$ cat src/rtl/simon_round_ctrl.sv
// Sequencing controller for a SIMON block cipher: key expansion into the
// round-key store, then per-block round iteration with forward/reverse key order.
module simon_round_ctrl #(
    parameter int N  = 16,
    parameter int M  = 4,
    parameter int T  = 32,
    parameter int CW = 5
) (
    input  logic          clk,
    input  logic          nR,
    input  logic          newKEY,
    input  logic          newDATA,
    input  logic          dec,
    input  logic          outREADY,
    output logic          loadKEY,
    output logic          loadDATA,
    output logic          keyLOAD,
    output logic          keyWR,
    output logic          dataLOAD,
    output logic          roundEN,
    output logic [CW-1:0] keyADDR,
    output logic          keyVALID,
    output logic          outVALID,
    output logic          busy,
    output logic [7:0]    blkCOUNT
);

    typedef enum logic [2:0] {
        IDLE  = 3'd0,
        KLOAD = 3'd1,
        KEXP  = 3'd2,
        DLOAD = 3'd3,
        ROUND = 3'd4,
        DONE  = 3'd5
    } state_t;

    localparam logic [CW-1:0] CNT_LAST = CW'(T - 1);

    generate
        if (T < 4 || T > 64 || CW != $clog2(T) || N < 1 || M < 1) begin : g_bad_params
            $error("simon_round_ctrl: illegal parameter combination");
        end
    endgenerate

    state_t        state_reg, state_next;
    logic [CW-1:0] cnt_reg, cnt_next;
    logic          key_valid_reg, key_valid_next;
    logic          dec_reg, dec_next;
    logic [7:0]    blk_count_reg, blk_count_next;

    always_ff @(posedge clk) begin
        if (!nR) begin
            state_reg     <= IDLE;
            cnt_reg       <= '0;
            key_valid_reg <= 1'b0;
            dec_reg       <= 1'b0;
            blk_count_reg <= 8'd0;
        end else begin
            state_reg     <= state_next;
            cnt_reg       <= cnt_next;
            key_valid_reg <= key_valid_next;
            dec_reg       <= dec_next;
            blk_count_reg <= blk_count_next;
        end
    end

    always_comb begin
        state_next     = state_reg;
        cnt_next       = cnt_reg;
        key_valid_next = key_valid_reg;
        dec_next       = dec_reg;
        blk_count_next = blk_count_reg;
        case (state_reg)
            IDLE: begin
                // A new key always takes priority over a pending data block.
                if (newKEY)
                    state_next = KLOAD;
                else if (newDATA && key_valid_reg)
                    state_next = DLOAD;
            end
            KLOAD: begin
                key_valid_next = 1'b0;
                cnt_next       = '0;
                state_next     = KEXP;
            end
            KEXP: begin
                if (cnt_reg == CNT_LAST) begin
                    key_valid_next = 1'b1;
                    cnt_next       = '0;
                    state_next     = IDLE;
                end else begin
                    cnt_next = cnt_reg + 1'b1;
                end
            end
            DLOAD: begin
                dec_next   = dec;
                cnt_next   = '0;
                state_next = ROUND;
            end
            ROUND: begin
                if (cnt_reg == CNT_LAST) begin
                    cnt_next   = '0;
                    state_next = DONE;
                end else begin
                    cnt_next = cnt_reg + 1'b1;
                end
            end
            DONE: begin
                if (outREADY) begin
                    blk_count_next = blk_count_reg + 8'd1;
                    state_next     = IDLE;
                end
            end
            default: state_next = IDLE;
        endcase
    end

    // Every output is decoded from registered state only.
    always_comb begin
        loadKEY  = (state_reg == KLOAD);
        keyLOAD  = (state_reg == KLOAD);
        keyWR    = (state_reg == KEXP);
        loadDATA = (state_reg == DLOAD);
        dataLOAD = (state_reg == DLOAD);
        roundEN  = (state_reg == ROUND);
        outVALID = (state_reg == DONE);
        busy     = (state_reg != IDLE);
        keyADDR  = '0;
        if (state_reg == KEXP)
            keyADDR = cnt_reg;
        else if (state_reg == ROUND)
            keyADDR = dec_reg ? (CNT_LAST - cnt_reg) : cnt_reg;
    end

    assign keyVALID = key_valid_reg;
    assign blkCOUNT = blk_count_reg;

endmodule

$ cat config.mk
export PLATFORM = sky130hd
export DESIGN_NAME = simon_round_ctrl
export DESIGN_NICKNAME = d
export VERILOG_FILES = /design/src/rtl/simon_round_ctrl.sv
export SDC_FILE = /design/constraint.sdc
export NUM_CORES = 1
export LEC_CHECK = 0
export BUFFER_PORTS_ARGS = -buffer_cell sky130_fd_sc_hd__clkbuf_2
export CAP_MARGIN = 20
export CORE_MARGIN = 2
export CORE_UTILIZATION = 45
export CTS_BUF_LIST = sky130_fd_sc_hd__clkbuf_4 sky130_fd_sc_hd__clkbuf_8 sky130_fd_sc_hd__clkbuf_16
export CTS_CLUSTER_SIZE = 10
export DETAILED_ROUTE_END_ITERATION = 8
export PLACE_DENSITY = 0.79
export SKIP_CTS_REPAIR_TIMING = 1
export SKIP_LAST_GASP = 1
export SLEW_MARGIN = 40
export SYNTH_ARGS = -nofsm -noshare
export SYNTH_HDL_FRONTEND = slang
export SYNTH_SLANG_ARGS = --single-unit
$ cat constraint.sdc
create_clock -name clk -period 1.8 [get_ports clk]
set_input_delay 0.45 -clock clk [delete_from_list [all_inputs] [get_ports clk]]
set_output_delay 0.45 -clock clk [all_outputs]
set_load 0.05 [all_outputs]
# Yosys cells after proc, flatten, opt, wreduce, memory -nomap -nowiden
# Cells that the tools add are included.
# word_totals
output_inout_bits	22
register_bits	18
elab_cells	41
# classes
n_reduce_logical	10
add_sub_neg	3
n_mux	13
eq_ne	10
# ops
cell	n
$mux 5	4
$pmux 3 s6	1
$mux 3	5
$pmux 5 s2	1
$add 8x1->8 const B	1
$eq 3x2->1 const B	2
$eq 3x3->1 const B	2
$add 5x1->5 const B	1
$eq 5x5->1 const B	1
$sub 5x5->5 const A	1
$ne 2x1->1 const B	2
$reduce_and 2->1	2
$reduce_and 4->1	1
$reduce_bool 2->1	2
$reduce_or 2->1	2
$eq 3x1->1 const B	1
$logic_not 3->1	1
$ne 3x3->1 const B	1
$reduce_bool 3->1	1
$ne 2x2->1 const B	1
$pmux 1 s2	1
$logic_and 1x1->1	1
$mux 1	1

# Logic depth before layout (Yosys ltp)
# Gate-level depths: netlist (run 1).
# logic_depth
depth_word	4
ltp_mapped	6
mapped_depth_nobuf	6

# Worst setup path before layout (run 1)
# OpenSTA, ideal clock, no wires.
# synth_path
kind	reg2out
startpoint	register state_reg[2]
endpoint	output port loadKEY
t_required_ns	1.350
path_slack_ns	-0.784
arrival_time_ns	2.134
path_stages_with_launch	4
cell_sequence	dfxtp_1 > clkbuf_1 > nor3b_1 > buf_4
# synth_via
elab_chain_cells	1
# synth_rtl
element	line	source
start, declared	45	state_t state_reg, state_next;
start signal, assigned	59	state_reg <= state_next;
$eq 3x1->1	--	
end, declared	15	output logic loadKEY,
# No other way between the ends.

# Worst setup path in the final report (run 1)
# layout_path
startpoint	register state_reg[2]
endpoint	output port loadDATA
# layout_via
elab_chain_cells	1
# layout_rtl
element	line	source
$eq 3x2->1	123	loadDATA = (state_reg == DLOAD);
end, declared	16	output logic loadDATA,
# No other way between the ends.

==> flow_metrics.py, run 1 <==
metrics = {
    "clock_network": {
        "clock-sinks": 18,
        "clk_path_buf_depth": 2,
        "cts_made_buffers": 3,
        "root_buffer": "clkbuf_4",
        "cts.reportedPaths.clkPinSlew_ns": 0.13,
        "cts_tree": "built",
        "htreeDepth": 1,
        "clkLatencyLatePin_ns": 0.32,
    },
    "drt": {
        "final_antenna_net_count": 0,
        "vias": 1262,
        "drc": 0,
        "drtIter0Drc": 51,
        "first_pass_iters": 4,
        "finalWirelength_um": 3510,
        "wl_per_cell_um": 16.2,
        "via_per_inst": 5.84,
    },
    "yosys": {
        "ys_seq_elements": 18,
        "yosys_warnings": 0,
        "synth_common_cells": "dfxtp_1 (18), a21oi_1 (15), nand2_1 (11), nor2_1 (10), inv_1 (9)",
        "synth_edf_count": 0,
        "synth_nets": 157,
        "ys_top_cells_by_area": "dfxtp_1 (30%), a21oi_1 (6.3%), xor2_1 (4.4%)",
        "yosysTopAreaCellShare_pct": 30.2,
        "yosysMostFrequentCell": "dfxtp_1",
        "synth_top_area_cell": "dfxtp_1",
        "syn_avg_cell_area_sq_um": 8.07,
        "async_reset_ff_share_pct": 0,
        "synthFlopType": "dfxtp_1",
        "syn_area_sq_um": 1190,
        "synth.distinct_cells": 39,
        "netlist_instances": 148,
        "ys_seq_area_share_pct": 30.2,
    },
    "pwr": {
        "total_power_uw": 1330,
        "pwr_density_cell_nw_per_um2": 744,
        "ir_worst_vdd_mv": 0.585,
        "power_leakage_uw": 0.000759,
    },
    "global_routing": {
        "antenna_found_initial": 0,
        "grt_max_degree": 24,
        "grt_pass1_vias": 1170,
        "grt_overflow": 0,
        "grt_pass1_wl_um": 5150,
        "busiest_layer": "met2",
        "grtUsageMet1_pct": 26.0,
        "grt_use_met3_pct": 4.45,
        "gr-usage-met2_pct": 32.8,
        "grt_usage_pct": 20.5,
    },
    "floorplan": {
        "pin_count": 28,
        "fp.dieW_um": 55.5,
        "core_area_sq_um": 2500,
        "num_rows": 18,
        "die_y_um": 55.5,
        "die_area_sq_um": 3080,
        "initial_core_util_pct": 47.8,
    },
    "setup_path": {
        "path_max_fanout": 6,
        "rrSetupSlack_ns": 0.10,
        "max_stage_delay_ns": 0.40,
        "cp-end-kind": "output port",
        "r2r-end": "cnt_reg[2]",
        "worst-setup-path-type": "flip-flop to output port",
        "critical_path_buf_inv_count": 3,
        "cp_cell_sequence": "buf_6, nand3b_1, clkinvlp_4, buf_4",
        "required_ns": 1.35,
        "startpoint_type": "flip-flop",
        "crit_slowest_cell": "dfxtp_4",
        "rr_startpoint": "cnt_reg[0]",
        "crit_family": "buffers and inverters",
        "cp_data_arrival_time_ns": 1.42,
        "reg2reg_depth": 7,
    },
    "place": {
        "place.gp.congestion": 0.818,
        "pre_cts_ws_ns": 0.113,
        "portBuffers": 27,
        "dp.cells": 203,
        "dp_hpwl_um": 2170,
    },
    "layout": {
        "regArea_sq_um": 382,
        "multi_input_area_sq_um": 830,
        "final_nets": 196,
        "area_delta_synth_final_pct": 49.8,
        "instances_no_fill": 216,
        "largest_register_ffs": 8,
        "fillers": 179,
        "layout-drive-gt1-share_pct": 41.9,
        "diodes": 0,
    },
    "timing": {
        "fin_crit_ns": 1.87,
        "fin_setup_tns_ns": -0.470,
        "slew_viol_final": 0,
        "slew_headroom_pct": 67.6,
        "fin_ws_ns": -0.0654,
        "grt_setup_unrepaired": "yes",
        "setup-violations-final": 11,
        "fin_skew_ns": 0.0109,
        "period_share_pct": 104,
        "hold_viol_final": 0,
        "tightest_slew_ns": 0.485,
        "achievable-frequency_mhz": 536,
    },
    "hold_path": {
        "hold_start": "dec",
        "hold_depth": 3,
        "holdPathEnd": "dec_reg",
        "worstHoldPathType": "input pin to flip-flop",
    },
    "job": {
        "cap_violations": 0,
    },
    "outcome": {
        "status": "finished with violations",
        "violations": "setup timing",
    },
}
==> power breakdown <==
| part | total (uW) | switching, uW | internal (uW) |
|---|---|---|---|
| sequential | 464 | 42.1 | 422 |
| combinational | 587 | 330 | 257 |
| clock | 280 | 156 | 124 |
| total | 1330 | 529 | 803 |
==> kinds of logic (layout without fill, tap and decap cells) <==
logic type | Yosys count | after routing | share of synthesized area, %
compound gates | 39 | 39 | 20.9
xor+xnor | 6 | 6 | 4.40
fa+ha+maj | 3 | 3 | 3.14
buf+inv | 21 | 59 | 9.00
flops | 18 | 18 | 30.2
mux | 4 | 4 | 3.56
simple gates | 57 | 57 | 28.8
==> worst min-delay path, stage by stage <==
cell and delay (ns):
clkbuf_2 0.08, nand3_1 0.05, a21oi_1 0.05
==> worst max path at each step <==
stage | startpoint | end | cells past startpoint
final | state_reg[2] | loadDATA | 4
after global routing | state_reg[2] | loadDATA | 4
after CTS | state_reg[1] | busy | 3
after detailed placement | state_reg[1] | busy | 3
after global placement | state_reg[2] | loadDATA | 4
after floorplan | state_reg[2] | keyADDR[4] | 4
==> routing by layer <==
| metal | up-vias | wire (um) |
|---|---|---|
| li1 | 612 | - |
| met1 | 605 | 1530 |
| met2 | 38 | 1780 |
| met3 | 7 | 132 |
| met4 | 0 | 70 |
| met5 | - | 0 |
==> placed cells by master (no fill, tap or decap), types with 4 or more instances in the layout <==
cell,synthesis,final
clkbuf_2,0,14
nand3_1,4,4
dfxtp_1,18,11
xor2_1,6,5
buf_4,3,16
inv_1,9,8
a21oi_1,15,13
dfxtp_4,0,5
or4_1,6,6
nand2_1,11,10
buf_12,0,8
nor2_1,10,6
o31ai_1,6,6
o21ai_0,6,6
nor2_2,0,4
buf_6,2,6
==> final cells by class <==
class                   instances  area share, %
well taps                      30           2.10
repair buffers                 46           26.1
clock buffers                   4           2.03
flip-flops and latches         18           21.3
multi-input cells             109           46.3
inverters                       9           2.10
==> stage by stage <==
stage,area [sq um],hold WS [ns],util [%]
4_1_cts,1580,0.369,63.1
3_3_place_gp,1540,0.454,61.6
3_5_place_dp,1540,0.467,61.6
6_report,1790,0.338,71.6
5_1_grt,1790,0.371,71.6
2_1_floorplan,1250,0.485,-
Power figures use the tool's default switching activity.
==> run 2: changes to the inputs <==
--- a/config.mk
+++ b/config.mk
@@ -14,3 +14,3 @@
 export DETAILED_ROUTE_END_ITERATION = 8
-export PLACE_DENSITY = 0.79
+export PLACE_DENSITY = 0.81
 export SKIP_CTS_REPAIR_TIMING = 1
==> constraint.sdc (replaced) <==
create_clock -name clk -period 1.53 [get_ports clk]
set_input_delay 0.3825 -clock clk [delete_from_list [all_inputs] [get_ports clk]]
set_output_delay 0.3825 -clock clk [all_outputs]
set_load 0.02 [all_outputs]
==> run 2 against run 1 <==
Against the previous run: the run still ends with setup timing left; sequential share of layout area rose by 0.87 points; non-clock buffer count is 4 higher; die area is the same; sequential power up 18%; largest cell class unchanged; largest power group unchanged; highest routed layer unchanged.
==> flow_metrics.py, run 2 (synthesis results as in run 1) <==
metrics = {
    "outcome": {
        "status": "finished with violations",
        "violations": "setup timing",
    },
    "global_routing": {
        "grt_overflow": 0,
        "grt_usage_pct": 19.0,
        "grt_pass1_wl_um": 4770,
        "grt_max_degree": 25,
        "antenna_found_initial": 0,
        "grt_pass1_vias": 1099,
    },
    "timing": {
        "achievable-frequency_mhz": 577,
        "period_share_pct": 113,
        "slew_headroom_pct": 65.6,
        "fin_ws_ns": -0.202,
        "slew_viol_final": 0,
        "grt_setup_unrepaired": "yes",
        "setup-violations-final": 17,
        "tightest_slew_ns": 0.515,
        "fin_crit_ns": 1.73,
        "hold_viol_final": 0,
        "holdWs_ns": 0.308,
        "fin_skew_ns": 0.00932,
        "fin_setup_tns_ns": -2.23,
    },
    "layout": {
        "fillers": 192,
        "area_delta_synth_final_pct": 43.0,
        "diodes": 0,
        "final_nets": 200,
        "largest_register_ffs": 8,
        "layout-drive-gt1-share_pct": 42.6,
        "final_common_cell": "buf_4",
        "fin_util_pct": 68.4,
        "layout_common_cells": "buf_4 (22), clkbuf_2 (16), a21oi_1 (13), dfxtp_1 (11), nand2_1 (10)",
    },
    "drt": {
        "via_per_inst": 5.85,
        "drc": 0,
        "first_pass_iters": 4,
        "wl_per_cell_um": 15.9,
        "vias": 1286,
        "finalWirelength_um": 3490,
        "final_antenna_net_count": 0,
        "drtIter0Drc": 42,
    },
    "clock_network": {
        "cts.reportedPaths.clkPinSlew_ns": 0.12,
        "cts_tree": "built",
        "root_buffer": "clkbuf_4",
        "cts_made_buffers": 3,
        "clock-sinks": 18,
        "clkLatencyLatePin_ns": 0.31,
        "htreeDepth": 1,
        "clk_path_buf_depth": 2,
    },
    "setup_path": {
        "path_max_fanout": 12,
        "cp-end-kind": "output port",
        "cp_data_arrival_time_ns": 1.35,
        "r2r-end": "state_reg[0]",
        "rrSetupSlack_ns": -0.14,
        "startpoint_type": "flip-flop",
        "required_ns": 1.15,
        "worst-setup-path-type": "flip-flop to output port",
        "rr_startpoint": "cnt_reg[0]",
        "reg2reg_depth": 6,
    },
    "hold_path": {
        "worstHoldPathType": "input pin to flip-flop",
        "hold_start": "dec",
        "hold_depth": 3,
        "holdPathEnd": "dec_reg",
    },
    "pwr": {
        "pwr_density_cell_nw_per_um2": 853,
        "ir_worst_vdd_mv": 0.665,
        "total_power_uw": 1460,
        "power_leakage_uw": 0.000759,
    },
    "place": {
        "portBuffers": 27,
        "pre_cts_ws_ns": -0.0601,
        "place.gp.congestion": 0.795,
        "dp_hpwl_um": 2160,
    },
    "floorplan": {
        "num_rows": 18,
        "die_area_sq_um": 3080,
        "fp.dieW_um": 55.5,
        "core_area_sq_um": 2500,
        "pin_count": 28,
        "die_y_um": 55.5,
        "initial_core_util_pct": 47.8,
    },
    "job": {
        "cap_violations": 0,
    },
}
-- run 2: cell types whose count changed in the layout (fill, tap and decap cells not counted), moves of 2 or more --
cell / previous run / this run
buf_6: 6 / 9
buf_12: 8 / 1
ha_1: 3 / 1
nor2_1: 6 / 9
buf_4: 16 / 22
clkbuf_2: 14 / 16
nor2_2: 4 / 1
-- run 2: layout make-up --
type | instances | area, sq um | area share (%)
Clock buffer | 4 | 36.3 | 2.12
Inverter | 9 | 33.8 | 1.98
Multi-Input combinational cell | 109 | 826 | 48.3
Sequential cell | 18 | 379 | 22.2
Tap cell | 30 | 37.5 | 2.20
Timing Repair Buffer | 50 | 397 | 23.2
-- run 2: stage by stage --
stage,area [sq um],cells
finish,1710,220
global route,1710,220
CTS,1480,211
detailed placement,1450,207
global placement,1450,207
floorplan,1230,148
-- run 2: report_power, final --
| part | leakage [uW] | switching (uW) | internal (uW) |
|---|---|---|---|
| clock | 0.0000210 | 170 | 146 |
| combinational | 0.000588 | 302 | 295 |
| sequential | 0.000150 | 48.8 | 498 |
| total | 0.000759 | 521 | 938 |
-- run 2: worst max-delay path by stage --
| stage | to | start | slack (ns) | depth (start not counted) |
|---|---|---|---|---|
| after detailed placement | cnt_reg[4] | cnt_reg[0] | -0.06 | 6 |
| after CTS | keyLOAD | state_reg[0] | -0.35 | 2 |
| after global placement | cnt_reg[4] | cnt_reg[0] | -0.006 | 6 |
| final | dataLOAD | state_reg[2] | -0.20 | 4 |
| after global routing | keyADDR[0] | state_reg[2] | -0.25 | 5 |
| after floorplan | keyADDR[4] | state_reg[2] | -0.05 | 4 |
-- run 2: worst max-delay path, cell delays in order (launching register included) --
cell	delay, ns
dfxtp_4	0.40
buf_12	0.16
nand3b_1	0.21
inv_1	0.10
buf_2	0.16
-- run 2: routing by layer --
metal	global-route usage, %	vias to the layer above	share of wire [%]
met4	8.36	0	2.0
li1	-	617	-
met3	3.75	7	6.2
met5	0	-	0
met2	31.6	53	48
met1	23.6	609	44
==> run 3: changes to the inputs <==
CORE_ASPECT_RATIO = 0.75   (was not set)
GPL_TIMING_DRIVEN = 0   (was not set)
==> run 3 against run 2 <==
Against the previous run: the run still ends with setup timing left; critical path depth rose by 2; clock-buffer cell count unchanged; final cell count grew 5.5%; cell area is 5.1% higher; worst setup slack worse by 0.090 ns; power up 6.6%; worst hold slack worse by 0.031 ns; core utilization is 1.7 points higher; register-to-register slack better by 0.02 ns; sequential power down 3%; critical path type unchanged.
==> flow_metrics.py, run 3 (synthesis results as in run 1) <==
metrics = {
    "floorplan": {
        "die_area_sq_um": 3090,
        "num_rows": 16,
        "die_y_um": 48.6,
        "initial_core_util_pct": 46.6,
        "fp.dieW_um": 63.5,
        "pin_count": 28,
        "core_area_sq_um": 2560,
    },
    "drt": {
        "drc": 0,
        "vias": 1356,
        "wl_per_cell_um": 17.2,
        "first_pass_iters": 4,
        "drtIter0Drc": 114,
        "finalWirelength_um": 3990,
        "final_antenna_net_count": 0,
        "via_per_inst": 5.84,
    },
    "global_routing": {
        "grt_pass1_vias": 1071,
        "grt_max_degree": 11,
        "antenna_found_initial": 0,
        "grt_pass1_wl_um": 5140,
        "grt_overflow": 0,
        "grt_usage_pct": 21.1,
    },
    "hold_path": {
        "hold_start": "dec",
        "hold_depth": 3,
        "holdPathEnd": "dec_reg",
        "worstHoldPathType": "input pin to flip-flop",
    },
    "job": {
        "cap_violations": 0,
    },
    "layout": {
        "final_nets": 206,
        "layout_common_cells": "buf_4 (21), clkbuf_2 (16), a21oi_1 (14), dfxtp_1 (13), nand2_1 (11)",
        "final_common_cell": "buf_4",
        "fillers": 193,
        "fin_util_pct": 70.1,
        "final_cell_area_sq_um": 1800,
        "diodes": 0,
        "largest_register_ffs": 8,
        "layout-drive-gt1-share_pct": 41.3,
        "instances_no_fill": 232,
        "area_delta_synth_final_pct": 50.4,
    },
    "timing": {
        "fin_ws_ns": -0.292,
        "setup-violations-final": 17,
        "slew_viol_final": 0,
        "fin_skew_ns": 0.00176,
        "period_share_pct": 119,
        "hold_viol_final": 0,
        "achievable-frequency_mhz": 549,
        "grt_setup_unrepaired": "yes",
        "slew_headroom_pct": 63.3,
        "tightest_slew_ns": 0.551,
        "fin_crit_ns": 1.82,
    },
    "pwr": {
        "power.internal_uw": 1000,
        "p_seq_share_pct": 33.9,
        "pwr-share-comb_pct": 45.5,
        "pwr_density_cell_nw_per_um2": 865,
        "p_sw_share_pct": 35.5,
        "ir_worst_vdd_mv": 0.400,
        "power.switching_uw": 551,
        "clkPwrFrac_pct": 20.5,
        "power_leakage_uw": 0.000792,
    },
    "clock_network": {
        "clock-sinks": 18,
        "cts_made_buffers": 3,
        "clk_path_buf_depth": 2,
        "cts_tree": "built",
        "cts.reportedPaths.clkPinSlew_ns": 0.11,
        "htreeDepth": 1,
        "clkLatencyLatePin_ns": 0.32,
        "root_buffer": "clkbuf_4",
    },
    "setup_path": {
        "startpoint_type": "flip-flop",
        "reg2reg_depth": 5,
        "max_stage_delay_ns": 0.40,
        "path_max_fanout": 7,
        "worst-setup-path-type": "flip-flop to output port",
        "cp-end-kind": "output port",
        "crit_path_start": "state_reg[1]",
        "cp_cell_sequence": "buf_8, buf_8, nand3b_1, inv_2, buf_6, buf_6",
        "r2r-end": "blkCOUNT[5]",
        "cp_data_arrival_time_ns": 1.44,
        "rr_startpoint": "state_reg[1]",
        "required_ns": 1.15,
        "critical_path_buf_inv_count": 5,
        "crit_slowest_cell": "dfxtp_4",
        "crit_family": "buffers and inverters",
        "rrSetupSlack_ns": -0.12,
    },
    "place": {
        "portBuffers": 27,
        "dp_hpwl_um": 2260,
        "placed_cell_area_sq_um": 1410,
        "dp.cells": 211,
        "place.gp.congestion": 0.890,
    },
    "outcome": {
        "status": "finished with violations",
        "violations": "setup timing",
    },
}
## run 3: cell types whose count changed in the layout (fill, tap and decap cells not counted), moves of 2 or more
| cell | previous run | this run |
|---|---|---|
| dfxtp_1 | 11 | 13 |
| buf_8 | 0 | 5 |
| nor2b_4 | 3 | 1 |
| dfxtp_2 | 3 | 1 |
## run 3: how the worst max path moves through the flow
| stage | to | slack [ns] | cells after the start |
|---|---|---|---|
| finish | loadDATA | -0.29 | 6 |
| detailed placement | keyADDR[1] | -0.16 | 5 |
| global placement | keyADDR[1] | -0.12 | 5 |
| floorplan | keyADDR[4] | -0.05 | 4 |
| CTS | keyADDR[1] | -0.51 | 5 |
| global route | busy | -0.36 | 4 |
## run 3: worst register-to-register path, stage by stage (launching register included)
cell	delay [ns]
dfxtp_4	0.38
clkbuf_16	0.15
buf_4	0.13
nand4b_4	0.23
or4_1	0.45
a21oi_1	0.23
## run 3: area by class of cell
class	count	area, sq um	share of cell area [%]
clock buffers	4	36.3	2.02
flip-flops and latches	18	377	21.0
plain buffers	11	140	7.80
well taps	36	45.0	2.51
multi-input cells	109	806	44.8
inverters	9	33.8	1.88
repair buffers	45	359	20.0
## run 3: per-layer routing
metal	part of all wire, %	GRT usage, %	vias up
li1	-	-	629
met3	7.2	4.19	10
met1	42	27.8	648
met5	0	0	-
met2	48	33.7	69
met4	2.7	8.70	0
## run 3: stage by stage
| stage | total power (uW) | TNS (ns) | setup slack, ns | hold WS, ns |
|---|---|---|---|---|
| floorplan | 832 | -0.0460 | -0.0460 | 0.485 |
| global placement | 927 | -0.771 | -0.125 | 0.456 |
| detailed placement | 943 | -1.26 | -0.156 | 0.467 |
| CTS | 1250 | -5.41 | -0.515 | 0.285 |
| global route | 1620 | -4.45 | -0.356 | 0.287 |
| finish | 1550 | -3.27 | -0.292 | 0.277 |
## run 3: power by group through the flow
stage | sequential [uW] | clock [uW] | combinational [uW]
detailed placement | 528 | 0 | 415
CTS | 517 | 316 | 416
global route | 532 | 342 | 741
global placement | 526 | 0 | 402
floorplan | 523 | 0 | 309
finish | 528 | 319 | 708
